===== src/rtl/fpu_tag_rob.sv =====
// fpu_tag_rob
//   Reorder buffer in front of the ray-plane intersection FPU slices.
//   Hands out tags in allocation order. The FMA, DIV and CMP slices return
//   tagged results out of order, and the block retires them in allocation
//   order.
//
// Ports
//   clk_i, rst_ni                       clock, async active-low reset
//   alloc_valid_i / alloc_ready_o       tag request handshake
//   alloc_tag_o                         tag granted on the handshake
//   {fma,div,cmp}_{valid,tag,result,status}_i
//                                       result write ports (always accepted)
//   ret_valid_o / ret_ready_i           in-order retire handshake
//   ret_tag_o, ret_result_o, ret_status_o
//                                       head entry, zero when not valid
//   count_o                             occupied entries
//   err_o                               one-cycle pulse after an illegal write
module fpu_tag_rob #(
  parameter int Depth       = 32,
  parameter int DataWidth   = 32,
  parameter int StatusWidth = 5
) (
  input  logic                   clk_i,
  input  logic                   rst_ni,
  input  logic                   alloc_valid_i,
  output logic                   alloc_ready_o,
  output logic [4:0]             alloc_tag_o,
  input  logic                   fma_valid_i,
  input  logic [4:0]             fma_tag_i,
  input  logic [DataWidth-1:0]   fma_result_i,
  input  logic [StatusWidth-1:0] fma_status_i,
  input  logic                   div_valid_i,
  input  logic [4:0]             div_tag_i,
  input  logic [DataWidth-1:0]   div_result_i,
  input  logic [StatusWidth-1:0] div_status_i,
  input  logic                   cmp_valid_i,
  input  logic [4:0]             cmp_tag_i,
  input  logic [DataWidth-1:0]   cmp_result_i,
  input  logic [StatusWidth-1:0] cmp_status_i,
  output logic                   ret_valid_o,
  input  logic                   ret_ready_i,
  output logic [4:0]             ret_tag_o,
  output logic [DataWidth-1:0]   ret_result_o,
  output logic [StatusWidth-1:0] ret_status_o,
  output logic [5:0]             count_o,
  output logic                   err_o
);

  localparam int AW      = $clog2(Depth);
  localparam int NPorts  = 3;  // index order is write priority: FMA, DIV, CMP

  typedef logic [AW-1:0] idx_t;

  idx_t                   head_q, tail_q;
  logic [5:0]             count_q;
  logic [Depth-1:0]       pending_q, done_q;
  logic [Depth-1:0]       pending_d, done_d;
  logic                   err_q;
  logic [DataWidth-1:0]   result_q [Depth];
  logic [StatusWidth-1:0] status_q [Depth];

  // Result ports gathered into arrays so priority and legality are one loop.
  logic [NPorts-1:0]      wr_valid;
  logic [4:0]             wr_tag    [NPorts];
  logic [DataWidth-1:0]   wr_result [NPorts];
  logic [StatusWidth-1:0] wr_status [NPorts];
  idx_t                   wr_idx    [NPorts];
  logic [NPorts-1:0]      wr_in_range, wr_coll, wr_ok;

  logic alloc_fire, ret_fire, err_d;

  assign wr_valid     = {cmp_valid_i, div_valid_i, fma_valid_i};
  assign wr_tag[0]    = fma_tag_i;
  assign wr_tag[1]    = div_tag_i;
  assign wr_tag[2]    = cmp_tag_i;
  assign wr_result[0] = fma_result_i;
  assign wr_result[1] = div_result_i;
  assign wr_result[2] = cmp_result_i;
  assign wr_status[0] = fma_status_i;
  assign wr_status[1] = div_status_i;
  assign wr_status[2] = cmp_status_i;

  // Both flags come from registered state only, so a retire in a full cycle
  // does not open allocation until the next cycle.
  assign alloc_ready_o = (count_q != 6'(Depth));
  assign alloc_tag_o   = 5'(tail_q);
  assign ret_valid_o   = (count_q != 6'd0) && done_q[head_q];
  assign ret_tag_o     = ret_valid_o ? 5'(head_q) : 5'd0;
  assign ret_result_o  = ret_valid_o ? result_q[head_q] : '0;
  assign ret_status_o  = ret_valid_o ? status_q[head_q] : '0;
  assign count_o       = count_q;
  assign err_o         = err_q;

  assign alloc_fire = alloc_valid_i && alloc_ready_o;
  assign ret_fire   = ret_valid_o && ret_ready_i;

  // Write legality: the tag must be in range, allocated and not yet done.
  // A port that shares its tag with a higher-priority valid port is dropped.
  // NOTE: combinational blocks use blocking '=' and assign every output a
  // default first so that no path can infer a latch.
  always_comb begin
    wr_coll     = '0;
    wr_ok       = '0;
    wr_in_range = '0;
    err_d       = 1'b0;
    for (int p = 0; p < NPorts; p++) begin
      wr_idx[p]      = wr_tag[p][AW-1:0];
      wr_in_range[p] = (int'(wr_tag[p]) < Depth);
      for (int q = 0; q < p; q++) begin
        if (wr_valid[q] && (wr_tag[q] == wr_tag[p])) wr_coll[p] = 1'b1;
      end
      wr_ok[p] = wr_valid[p] && !wr_coll[p] && wr_in_range[p] &&
                 pending_q[wr_idx[p]] && !done_q[wr_idx[p]];
      if (wr_valid[p] && !wr_ok[p]) err_d = 1'b1;
    end
  end

  // Entry flags. The tail slot is never pending while not full and the
  // head slot is already done, so alloc, writes and retire never collide.
  always_comb begin
    pending_d = pending_q;
    done_d    = done_q;
    if (alloc_fire) begin
      pending_d[tail_q] = 1'b1;
      done_d[tail_q]    = 1'b0;
    end
    for (int p = 0; p < NPorts; p++) begin
      if (wr_ok[p]) done_d[wr_idx[p]] = 1'b1;
    end
    if (ret_fire) begin
      pending_d[head_q] = 1'b0;
      done_d[head_q]    = 1'b0;
    end
  end

  // NOTE: sequential state uses non-blocking '<=' only.
  always_ff @(posedge clk_i or negedge rst_ni) begin
    if (!rst_ni) begin
      head_q    <= '0;
      tail_q    <= '0;
      count_q   <= '0;
      pending_q <= '0;
      done_q    <= '0;
      err_q     <= 1'b0;
    end else begin
      pending_q <= pending_d;
      done_q    <= done_d;
      err_q     <= err_d;
      if (alloc_fire) tail_q <= tail_q + idx_t'(1);
      if (ret_fire)   head_q <= head_q + idx_t'(1);
      if (alloc_fire && !ret_fire)      count_q <= count_q + 6'd1;
      else if (!alloc_fire && ret_fire) count_q <= count_q - 6'd1;
    end
  end

  // NOTE: the payload storage has no reset; done_q gates every read, and the
  // retire outputs are forced to zero whenever the head entry is not valid.
  always_ff @(posedge clk_i) begin
    for (int p = 0; p < NPorts; p++) begin
      if (wr_ok[p]) begin
        result_q[wr_idx[p]] <= wr_result[p];
        status_q[wr_idx[p]] <= wr_status[p];
      end
    end
  end

endmodule


===== config.mk =====
export PLATFORM = sky130hd
export DESIGN_NAME = fpu_tag_rob
export DESIGN_NICKNAME = d
export VERILOG_FILES = /design/src/rtl/fpu_tag_rob.sv
export SDC_FILE = /design/constraint.sdc
export NUM_CORES = 2
export LEC_CHECK = 0
export CAP_MARGIN = 20
export CORE_MARGIN = 1
export CORE_UTILIZATION = 40
export DETAILED_ROUTE_END_ITERATION = 10
export HOLD_SLACK_MARGIN = 0.06
export MAX_ROUTING_LAYER = met4
export PLACE_DENSITY = 0.6
export SYNTH_ARGS = -nofsm -noshare
export SYNTH_HDL_FRONTEND = slang
export SYNTH_SLANG_ARGS = --single-unit

===== constraint.sdc =====
create_clock -name clk_i -period 14.05 [get_ports clk_i]
set_input_delay 2.81 -clock clk_i [delete_from_list [all_inputs] [get_ports clk_i]]
set_output_delay 2.81 -clock clk_i [all_outputs]
set_load 0.01 [all_outputs]

==> impl_summary.md <==
Final layout
The total area of sequential cells is about 38,000 µm². For this run, the post-layout net count is 7,333. The area added between synthesis and finish is 11.2%.

The fraction of layout cells with a size suffix above 1 is 0.124. The multi-input combinational cell area is 35,400 µm². The count of fill cells added during filler insertion is between 15,000 and 20,000.

Worst hold path
The type of the tightest min-delay check is register to register. The startpoint identified for the worst hold timing path is count_o[4].

Setup path
The largest driver fanout on the critical path is 128. On the critical path the largest part of the delay comes from buffers and inverters. The critical path's largest stage delay is 800 ps. The critical path goes through buf_12 -> buf_4 -> buf_12 -> mux4_2 -> o22ai_1 -> or3_1 -> a311oi_1 -> clkdlybuf4s50_1. The arrival time of the worst setup path is a little over 6000 ps. The worst setup path is launched from a register.

Counting both buffers and inverters, the worst setup path holds a total of 4. In this design, the critical path's most frequently occurring cell is buf_12. The worst setup path is of the register to primary output kind.

The data required time of the critical path is approximately 11,000 ps. The critical path starts at head_q[1]. The kind of capture point of the worst setup path is a primary output. The startpoint of the worst register-to-register path is head_q[3]. Among all stages on the critical path, the largest delay is contributed by buf_4.

CTS
Post-CTS timing repair inserted 0 buffers for setup. In this run the number of H-tree levels came out at 4. The clock drives around 1,300 sinks. The CTS tree is yes. The clock insertion delay at the later pin of the skew report is between 800 and 900 ps. The number of buffers inserted during clock tree synthesis is 150. The post-cts sizing count is 0.

The cell sitting at the root of the clock tree is a clkbuf_16. The clock transition at the register clock pins on the worst setup and hold paths after CTS is about 50 ps. The worst-case clock buffer depth is 3. The number of hold buffers added after CTS was 0.

Synth
After technology mapping, the gate count stands at ~7,500. The synthesized netlist occupies a cell area of approximately 77,000 µm². Measured against the total synthesized area, the mux share comes to 0.186. The synthesized-area fraction occupied by adder cells is 0.00255. The largest family of logic cells by synthesized area is multiplexers.

By area the synthesized netlist is led by edfxtp_1, mux4_2, mux2i_1, nor2_1, nand2_1. The flip-flop cell with the highest count after synthesis is edfxtp_1. After synthesis, the share of flip-flops with an asynchronous set or reset is 0.0640. The sequential fraction of the synthesis area is 0.491. The basic-gate share of the synthesized area counting and, or, nand and nor cells is 0.148. Counting flops and latches in the post-synthesis netlist gives around 1,300. The xor/xnor cell area share of the yosys netlist is 0.00320. By count the netlist is led by nor2_1, edfxtp_1, nand2_1. The cell with the most instances after synthesis is nor2_1. The warning count from the yosys run is 0. The share of synthesized area in the top cell type comes to 0.464. The count of different cell masters after synthesis is 83. The number of nets handed over by synthesis was approximately 7,700.

The share of the synthesized area in compound gates (AO/OA/AOI/OAI) came to 0.115. The average footprint of a synthesized cell is just over 10 µm². The count of flip-flops with a built-in enable after synthesis is roughly 1,200.

edfxtp_1 takes more of the synthesized area than any other cell.

Global routing
The global-route congestion overflow total is 0. The via count of the first global-routing pass was 59,817. The maximum number of pins on one net before global-route repair is ~130. In the global route stage, overall resource usage came out at 0.345. The initial antenna violation count is 13.

The first global-routing pass estimated 462 mm of wire.

Timing
Setup violations remaining at the end of the flow were counted as 0. The final hold violation count is 0. Static timing analysis puts the maximum clock frequency at ~110 MHz. The fraction of the cycle the final worst path needs is 0.636. The time the worst path needs with I/O delays and setup is roughly 8900 ps. The final clock skew is between 20 and 30 ps. The max-slew violation count is 0. The max-slew headroom at the worst pin is 0.175. The summed negative setup slack over all endpoints is 0 ps.

Setup repair after global routing left no endpoint under its margin. The slew at the pin with the worst max-slew slack is roughly 1200 ps.

Placed design
The final weighted congestion of routability-driven global placement is a little under 1. The count of input and output buffers is between 150 and 200. The total half-perimeter wirelength after legalization and detailed placement is between 150 and 200 mm.

Route
The post-route antenna net violation count is 0. Wires add up to between 300 and 400 mm. The detailed router placed roughly 65,000 vias in this run.

The per-cell routed wire length is roughly 34 µm. The detailed router's first-iteration violation count is approximately 11,000. The number of search-and-repair iterations in the first detailed-routing pass is 7. Dividing the detail-routed via count by the number of cells gives 6.58.

The number of remaining DRC errors is 0.

Power
In this run the power density over the cells is 149 nW/µm². For this design the static power due to leakage is 0.0319 µW. VDD sags by at most ~0.15 mV. The design draws around 13,000 µW.

Floorplanning
The chip height is approximately 440 µm. The total area inside the core boundary comes to 190,000 µm². 189 I/O pins were placed. Row generation in the floorplan step produced 160 rows.

The die boundary width is approximately 440 µm. The die covers 193,000 µm². The initial utilization of the core area, before any placement, comes to 0.403.

Status
The run finished with clean final reports.

Job
Across the run, the number of max-cap violations was 0.
## sequential cells by signal, summed over array words and instances, names as in the netlist
name	cells
alloc_tag_o	5
count_o	6
done_q	32
err_o	1
head_q	5
pending_q	32
result_q	1024
status_q	160
## power by group
part	total [µW]	leakage [µW]	switching [µW]	internal [µW]
Combinational	4270	0.0180	2480	1790
Clock	3790	0.00220	1700	2090
Sequential	4630	0.0116	308	4320
## per-layer routing
layer	track usage	wire (µm)	up-vias
met2	0.498	145000	5268
li1	-	-	26747
met5	-	0	-
met4	0.207	22900	0
met3	0.0741	41600	1086
met1	0.444	122000	31469
## layout make-up
cell class	instances	share of cell area
Timing Repair Buffer	442	0.0511
Sequential cell	1265	0.441
Clock buffer	188	0.0471
Clock inverter	75	0.00598
Antenna cell	11	0.000323
Multi-Input combinational cell	5299	0.416
Inverter	27	0.00122
Tap cell	2511	0.0369
## cells in the final DEF, fill, tap and decap left out, drive strengths merged, types with 6 or more instances in the layout
cell type      instances
o22a                  23
a2bb2oi               23
buf                  256
mux4                 319
nor3b                 10
and2                  12
nand3b                14
diode                 11
a21oi                610
a31oi                522
mux2i                692
or3                   15
xnor2                 18
ha                    14
a22oi                 14
nand4                 22
nand3                 54
clkinv                67
dfrtp                 81
nor4                  18
mux2                  10
xor2                  10
inv                   29
clkdlybuf4s50        184
or4                   46
o22ai                153
a311oi                 6
or3b                   6
nor2                1199
nor2b                 68
edfxtp              1184
nand2b                24
clkbuf               190
or2                   19
and3                  17
nand2               1175
nor3                  15
o21ai                112
o211ai                 9
## worst min-delay path, delay by kind of cell, from the launching register on
kind	cells	cell delay (ps)
AO/OA/AOI/OAI	1	60
AND/OR/NAND/NOR	1	50
flip-flops	1	380
## cells by family after synthesis
group | Yosys count
XOR/XNOR | 28
AND/OR/NAND/NOR | 2728
AO/OA/AOI/OAI | 1507
buffers and inverters | 981
multiplexers | 1021
adder cells (fa/ha/maj) | 15
flip-flops | 1265
## final timing paths
path                                    to  cells past startpoint  slack [ps]
min                             count_o[4]                      2         530
max                        ret_status_o[4]                      8        5110
max reg2reg                     count_o[5]                     16        9230
max in group asynchronous        done_q[4]                      2       10980
min reg2reg                     count_o[4]                      2         530
min in group asynchronous    pending_q[28]                      1        1980
## stage by stage
step	instance area (µm²)	instances	setup slack, ps	hold WS, ps	utilization
after floorplan	76600	7545	6520	486	-
after global placement	79800	9509	5920	518	0.419
after detailed placement	80400	9536	5950	523	0.423
after CTS	84900	9799	5160	533	0.447
after global routing	85100	9816	5130	578	0.448
final	85100	9818	5110	531	0.448
(Power assumes the default switching activity.)
